File: src/rtl/score_display_if.sv
`default_nettype none
// ============================================================================
// Module      : score_display_if
// Description : Game-side bundle for score_display. The master drives the
//               score and the game event pulses; the slave (the display
//               block) returns the segment drive and the high-score status.
//               Signals:
//                 score[15:0]      packed BCD score, [15:12] thousands
//                 game_tick        one-cycle end-of-frame pulse
//                 game_start       one-cycle new-game pulse
//                 game_over        one-cycle end-of-game pulse
//                 show_high        1 = show high score, 0 = show snapshot
//                 seg[6:0]         {g,f,e,d,c,b,a}, active-high
//                 digit_en[3:0]    one-hot digit enable, bit0 = units
//                 high_score[15:0] best BCD score since reset
//                 new_high         last game beat the high score
//                 bcd_err          sticky, a non-BCD nibble was shown
// Revision    : 1.0 - initial release
// ============================================================================
interface score_display_if;
    logic [15:0] score;
    logic        game_tick;
    logic        game_start;
    logic        game_over;
    logic        show_high;
    logic [6:0]  seg;
    logic [3:0]  digit_en;
    logic [15:0] high_score;
    logic        new_high;
    logic        bcd_err;

    modport master (
        output score, game_tick, game_start, game_over, show_high,
        input  seg, digit_en, high_score, new_high, bcd_err
    );

    modport slave (
        input  score, game_tick, game_start, game_over, show_high,
        output seg, digit_en, high_score, new_high, bcd_err
    );
endinterface
`default_nettype wire

File: src/rtl/score_display.sv
`default_nettype none
// ============================================================================
// Module      : score_display
// Description : Four-digit multiplexed 7-segment score display with
//               per-frame snapshot, high-score tracking, leading-zero
//               blanking and a sticky non-BCD error flag.
//               Ports:
//                 clk   rising-edge clock
//                 rst   synchronous active-high reset
//                 bus   score_display_if.slave (score/events in,
//                       seg/digit_en/high_score/new_high/bcd_err out)
//               Parameters:
//                 SCAN_DIV       clk cycles per digit (2..65536)
//                 BLANK_LEADING  1 = blank leading-zero digits
// Revision    : 1.0 - initial release
// ============================================================================
module score_display #(
    parameter int SCAN_DIV      = 1024,
    parameter bit BLANK_LEADING = 1'b1
) (
    input  wire logic      clk,
    input  wire logic      rst,
    score_display_if.slave bus
);

    localparam int                   c_PRESC_W   = $clog2(SCAN_DIV);
    localparam logic [c_PRESC_W-1:0] c_PRESC_MAX = c_PRESC_W'(SCAN_DIV - 1);

    logic [15:0]          r_snap;
    logic [15:0]          r_high;
    logic                 r_new_high;
    logic                 r_bcd_err;
    logic [c_PRESC_W-1:0] r_presc;
    logic [1:0]           r_idx;
    logic [6:0]           r_seg;
    logic [3:0]           r_digit_en;

    logic [15:0] w_src;
    logic [3:0]  w_nib;
    logic        w_upper_zero;
    logic        w_blank;
    logic        w_bad;
    logic [6:0]  w_seg_code;
    logic [6:0]  w_seg_next;

    // Source is chosen combinationally every cycle, so a show_high or
    // snapshot change lands on the very next seg update mid-digit.
    assign w_src = bus.show_high ? r_high : r_snap;
    assign w_nib = w_src[{r_idx, 2'b00} +: 4];

    // A digit is a leading zero when it and every more-significant digit
    // are zero; the units digit is always shown.
    always_comb begin
        w_upper_zero = 1'b0;
        case (r_idx)
            2'd0:    w_upper_zero = 1'b0;
            2'd1:    w_upper_zero = (w_src[15:4]  == 12'h000);
            2'd2:    w_upper_zero = (w_src[15:8]  == 8'h00);
            default: w_upper_zero = (w_src[15:12] == 4'h0);
        endcase
    end

    assign w_blank = BLANK_LEADING && w_upper_zero;
    // A blanked digit is zero by construction, so it can never be non-BCD.
    assign w_bad   = (w_nib > 4'd9);

    always_comb begin
        w_seg_code = 7'h40;
        case (w_nib)
            4'd0:    w_seg_code = 7'h3F;
            4'd1:    w_seg_code = 7'h06;
            4'd2:    w_seg_code = 7'h5B;
            4'd3:    w_seg_code = 7'h4F;
            4'd4:    w_seg_code = 7'h66;
            4'd5:    w_seg_code = 7'h6D;
            4'd6:    w_seg_code = 7'h7D;
            4'd7:    w_seg_code = 7'h07;
            4'd8:    w_seg_code = 7'h7F;
            4'd9:    w_seg_code = 7'h6F;
            default: w_seg_code = 7'h40;
        endcase
    end

    assign w_seg_next = w_blank ? 7'h00 : w_seg_code;

    always_ff @(posedge clk) begin
        if (rst) begin
            r_snap     <= 16'h0000;
            r_high     <= 16'h0000;
            r_new_high <= 1'b0;
            r_bcd_err  <= 1'b0;
            r_presc    <= '0;
            r_idx      <= 2'd0;
            r_seg      <= 7'h00;
            r_digit_en <= 4'b0000;
        end else begin
            if (bus.game_tick) begin
                r_snap <= bus.score;
            end

            // game_over takes priority: a coincident game_start never
            // clears the flag that this game may have just set.
            if (bus.game_over) begin
                if (bus.score > r_high) begin
                    r_high     <= bus.score;
                    r_new_high <= 1'b1;
                end
            end else if (bus.game_start) begin
                r_new_high <= 1'b0;
            end

            if (r_presc == c_PRESC_MAX) begin
                r_presc <= '0;
                r_idx   <= r_idx + 2'd1;
            end else begin
                r_presc <= r_presc + 1'b1;
            end

            r_digit_en <= 4'b0001 << r_idx;
            r_seg      <= w_seg_next;
            r_bcd_err  <= r_bcd_err | w_bad;
        end
    end

    assign bus.seg        = r_seg;
    assign bus.digit_en   = r_digit_en;
    assign bus.high_score = r_high;
    assign bus.new_high   = r_new_high;
    assign bus.bcd_err    = r_bcd_err;

endmodule
`default_nettype wire
File: src/flat_wrapper.sv
// flat-port wrapper written by rule: the top's interface ports become plain ports
module score_display_flat 
#(
    parameter int SCAN_DIV      = 1024,
    parameter bit BLANK_LEADING = 1'b1
)
  (clk, rst, bus_score, bus_game_tick, bus_game_start, bus_game_over, bus_show_high, bus_seg, bus_digit_en, bus_high_score, bus_new_high, bus_bcd_err);
  score_display_if bus_i ();
  input  wire logic clk;
  input  wire logic rst;
  input wire logic [$bits(bus_i.score)-1:0] bus_score;
  input wire logic [$bits(bus_i.game_tick)-1:0] bus_game_tick;
  input wire logic [$bits(bus_i.game_start)-1:0] bus_game_start;
  input wire logic [$bits(bus_i.game_over)-1:0] bus_game_over;
  input wire logic [$bits(bus_i.show_high)-1:0] bus_show_high;
  output wire logic [$bits(bus_i.seg)-1:0] bus_seg;
  output wire logic [$bits(bus_i.digit_en)-1:0] bus_digit_en;
  output wire logic [$bits(bus_i.high_score)-1:0] bus_high_score;
  output wire logic [$bits(bus_i.new_high)-1:0] bus_new_high;
  output wire logic [$bits(bus_i.bcd_err)-1:0] bus_bcd_err;
  assign bus_i.score = bus_score;
  assign bus_i.game_tick = bus_game_tick;
  assign bus_i.game_start = bus_game_start;
  assign bus_i.game_over = bus_game_over;
  assign bus_i.show_high = bus_show_high;
  assign bus_seg = bus_i.seg;
  assign bus_digit_en = bus_i.digit_en;
  assign bus_high_score = bus_i.high_score;
  assign bus_new_high = bus_i.new_high;
  assign bus_bcd_err = bus_i.bcd_err;
  score_display #(.SCAN_DIV(SCAN_DIV), .BLANK_LEADING(BLANK_LEADING)) u_core (.clk(clk), .rst(rst), .bus(bus_i));
endmodule
File: config.mk
export PLATFORM = sky130hd
export DESIGN_NAME = score_display_flat
export DESIGN_NICKNAME = d
export VERILOG_FILES = /design/src/rtl/score_display_if.sv /design/src/rtl/score_display.sv /design/src/flat_wrapper.sv
export SDC_FILE = /design/constraint.sdc
export NUM_CORES = 1
export LEC_CHECK = 0
export ABC_AREA = 1
export CAP_MARGIN = 5
export CELL_PAD_IN_SITES_DETAIL_PLACEMENT = 1
export CELL_PAD_IN_SITES_GLOBAL_PLACEMENT = 1
export CORE_UTILIZATION = 40
export CTS_CLUSTER_DIAMETER = 30
export DETAILED_ROUTE_END_ITERATION = 6
export MAX_ROUTING_LAYER = met4
export PLACE_DENSITY_LB_ADDON = 0.15
export SETUP_SLACK_MARGIN = 0.1
export SYNTH_ARGS = -nofsm -noshare
export SYNTH_HDL_FRONTEND = slang
export SYNTH_SLANG_ARGS = --single-unit
export TNS_END_PERCENT = 1
File: constraint.sdc
create_clock -name clk -period 3.8 [get_ports clk]
set_input_delay 0.57 -clock clk [delete_from_list [all_inputs] [get_ports clk]]
set_output_delay 0.57 -clock clk [all_outputs]
set_load 0.05 [all_outputs]
==> results.txt <==
The most used flip-flop cell after synthesis is sky130_fd_sc_hd__dfxtp_1. The tightest slew margin relative to the limit came out at 30.08%. TritonCTS built the clock tree.

51 I/O pins were placed. The number of hold buffers added after CTS came out at 0. The core region area came out at 7888 um^2. The category of the most critical setup path is in -> reg.

The floorplan die height is 93.01 um. The number of gates resized after CTS came out at 0. The met1 layer usage reported by global route is 26.94%. The worst setup path is launched from an input port. The count of nets left with antenna violations once routing finished came out at 0. The number of distinct standard cells referenced by the synthesized netlist came out at 32. The transition time of the tightest slew-check pin is 1045 ps. The total CTS buffers is 9. The summed negative setup slack over all endpoints is 0 ps. Between clock sinks in the finished design, the worst skew comes to 11.98 ps. The run finished with clean final reports. The count of flip-flops with a built-in enable after synthesis is 0. The number of global-route vias before repair is 3353. The area enclosed by the die boundary came out at 8651 um^2. The met3 demand-to-capacity share in global routing is 5.935%. The filler cells instantiated in the layout total 1036.

The estimated wirelength of the detail-placed design came out at 6717 um. The clock reaches the later pin of the worst-skew pair after 340 ps. In this run the worst path has a maximum fanout of 16.

The initial utilization of the core area, before any placement, comes to 42.01%. The maximum buffer depth of the clock tree came out at 2. The total routing usage reported by global routing came out at 24.26%. The net count of the mapped netlist is 513. The async set or reset register ratio after synthesis is 0%. The sequential area share after synthesis is 34.44%. The number of pins with negative max-slew slack in the final report is 0. The post-route core utilization came out at 52.13%.

The analysis attributes to cell leakage a power of 0.001892 uW. The fraction of synthesized cell area taken by the top area cell type is 34.44%. The proportion of total power due to net switching came out at 32.38%. The most utilized layer in the global route result is met2. The initial antenna violation count is 0. The post-synthesis area per instance is 7.140 um^2. The worst hold-check path type is reg -> reg. The total length of routed wires is 9111 um. The floorplan step set the die width to 93.01 um. The total overflow reported by the global router came out at 0. The required time at the endpoint of the critical path is 4010 ps. The arrival time of data at the critical path endpoint came out at 2790 ps.

Setup violations remaining at the end of the flow were counted as 0. Max-cap violations in this run came to 0. The met2 track utilization from global routing came out at 43.32%.

After the first detailed-routing iteration, the DRC count stood at 127. The clock input transition at the sequential cells of the worst setup and hold paths came out at 70 ps. In this run the cell area of the synthesized design comes to 3313 um^2. The type of element capturing the critical path is a flip-flop.

The power per standard cell area is 473.7 nW/um^2. After technology mapping, the gate count stands at 464. VDD sags by at most 250.6 uV. The relative contribution of sequential cells to total power is 35.3%. The post-CTS setup repair buffer count came out at 0. The routed length per instance is 14.74 um. By count the netlist is led by sky130_fd_sc_hd__nand2_1 (103), sky130_fd_sc_hd__dfxtp_1 (57), sky130_fd_sc_hd__inv_1 (57), sky130_fd_sc_hd__a21oi_1 (47), sky130_fd_sc_hd__nor2_1 (42). The wire length of the first global-routing pass is 15810 um. Compared with the post-synthesis result, the final layout area differs by 24.09%. The clock sink count is 57. The vias after detailed routing came out at 3154. The placement row count is 32. The layout cell share with drive strength beyond 1 came out at 10.66%. The antenna diode count is 0. Dividing the final minimum period by the clock period gives 67.81%. The number of storage elements in the synthesis netlist is 57. The CTS H-tree depth came out at 3. The most frequent cell after synthesis is sky130_fd_sc_hd__nand2_1.

The clock network accounts for 38.2% of the total power. The pin count of the biggest net entering global routing is 34. The number of detailed-routing iterations run before antenna repair came out at 4. The number of vias per cell came out at 5.104.

The number of warnings reported in the yosys synthesis log came out at 0. In the final design database the tool counted 560 nets. The largest total area in the synthesized netlist belongs to sky130_fd_sc_hd__dfxtp_1. Combinational cells account for 26.5% of the total power. The count of input and output buffers came out at 50.

After layout, the minimum clock period comes to 2577 ps. The internal portion of total power is 1317 uW. The root buffer cell chosen for the clock tree is sky130_fd_sc_hd__clkbuf_8. Setup repair after global routing left no endpoint under its margin.

The global placement routability congestion came out at 0.7851. The DRC violation count after routing came out at 0. The maximum achievable frequency came out at 388.1 MHz. Sorting the synthesized cells by area gives the leading types as sky130_fd_sc_hd__dfxtp_1 (34%), sky130_fd_sc_hd__nand2_1 (12%), sky130_fd_sc_hd__ha_1 (10%).

The reported net switching power came out at 630.6 uW. The number of failing hold endpoints at the final stage was 0.
-- per-stage QoR --
step	instances	hold slack [ps]	cell area [um^2]	worst slack, ps	total power (uW)
final	618	476.6	4111	1223	1948
after global placement	602	430.9	3849	1017	1193
after CTS	618	483.7	4111	1210	1964
after global routing	618	499.1	4111	982.4	2056
after floorplan	464	417.5	3313	1783	1051
after detailed placement	602	469.4	3849	874.1	1216
-- layout by cell type, fill, tap and decap left out, drive strengths merged --
cell type      netlist  final
nand3               49     49
a21oi               47     47
nor3                 4      4
a21o                 1      1
clkbuf               6     12
ha                  27     27
bufinv               0      3
clkinv               2      2
nor2                45     45
or2                  1      1
nand4                4      4
nor3b                3      3
nand2              117    117
o21ai               22     22
o21a                 1      1
xnor2                2      2
dfxtp               57     57
xor2                 1      1
clkdlybuf4s50        0     50
buf                 12      4
clkinvlp             0      1
a211oi               1      1
nand3b               1      1
inv                 61     61
-- critical path: stages --
cell,delay (ps)
sky130_fd_sc_hd__clkdlybuf4s50_1,760
sky130_fd_sc_hd__inv_6,160
sky130_fd_sc_hd__nand2_1,120
sky130_fd_sc_hd__nand3_1,90
sky130_fd_sc_hd__nand3_1,140
sky130_fd_sc_hd__nand2_1,140
sky130_fd_sc_hd__inv_1,180
sky130_fd_sc_hd__ha_1,200
sky130_fd_sc_hd__nor2_1,50
sky130_fd_sc_hd__o21ai_0,260
sky130_fd_sc_hd__a21oi_1,120
-- sequential cells by signal (all words and copies together), names as in the netlist --
name and cells:
u_core.r_idx 2, u_core.bus.new_high 1, u_core.bus.high_score 16, u_core.r_snap 16, u_core.r_presc 10, u_core.bus.seg 7, u_core.bus.bcd_err 1, u_core.bus.digit_en 4
-- final cells by class --
type / instances / area (um^2) / area share (%)
clock inverter: 4 / 97.59 / 2.374
timing repair buffer: 54 / 530.5 / 12.90
tap: 102 / 127.6 / 3.104
multi-input combinational: 326 / 1807 / 43.94
inverter: 63 / 242.7 / 5.904
sequential: 57 / 1141 / 27.75
clock buffer: 12 / 165.2 / 4.017
-- power by group through the flow --
stage	registers [uW]	clock network, uW	logic [uW]
floorplan	807	0	245
global placement	700	0	493
detailed placement	702	0	515
CTS	689	756	519
global route	694	793	569
finish	688	743	517
-- worst paths after layout --
check,end,start,slack (ps),depth (start not counted)
hold reg to reg,u_core.r_presc[6],u_core.r_presc[6],480,2
setup reg to reg,u_core.bus.high_score[11],u_core.bus.high_score[7],1490,12
setup / recovery,u_core.bus.bcd_err,bus_show_high,1220,11
hold / removal,u_core.r_presc[6],u_core.r_presc[6],480,2
-- cell families after synthesis --
kind of cell | after synthesis | synth area share [%]
and+or+nand+nor | 224 | 32.44
buffers and inverters | 81 | 11.03
AOI/OAI and AO/OA | 72 | 11.10
DFF | 57 | 34.44
adders and majority gates | 27 | 10.20
xor gates and xnor gates | 3 | 0.7932
-- per-layer routing --
metal  up-vias  share of wire [%]  routed length [um]
met5         -                  0                   0
met4         0                1.3                 116
met3        15                3.1                 284
met2        53                 51                4652
met1      1511                 45                4057
li1       1575                  -                   -
Note: power is estimated with default switching activity, not from simulation.
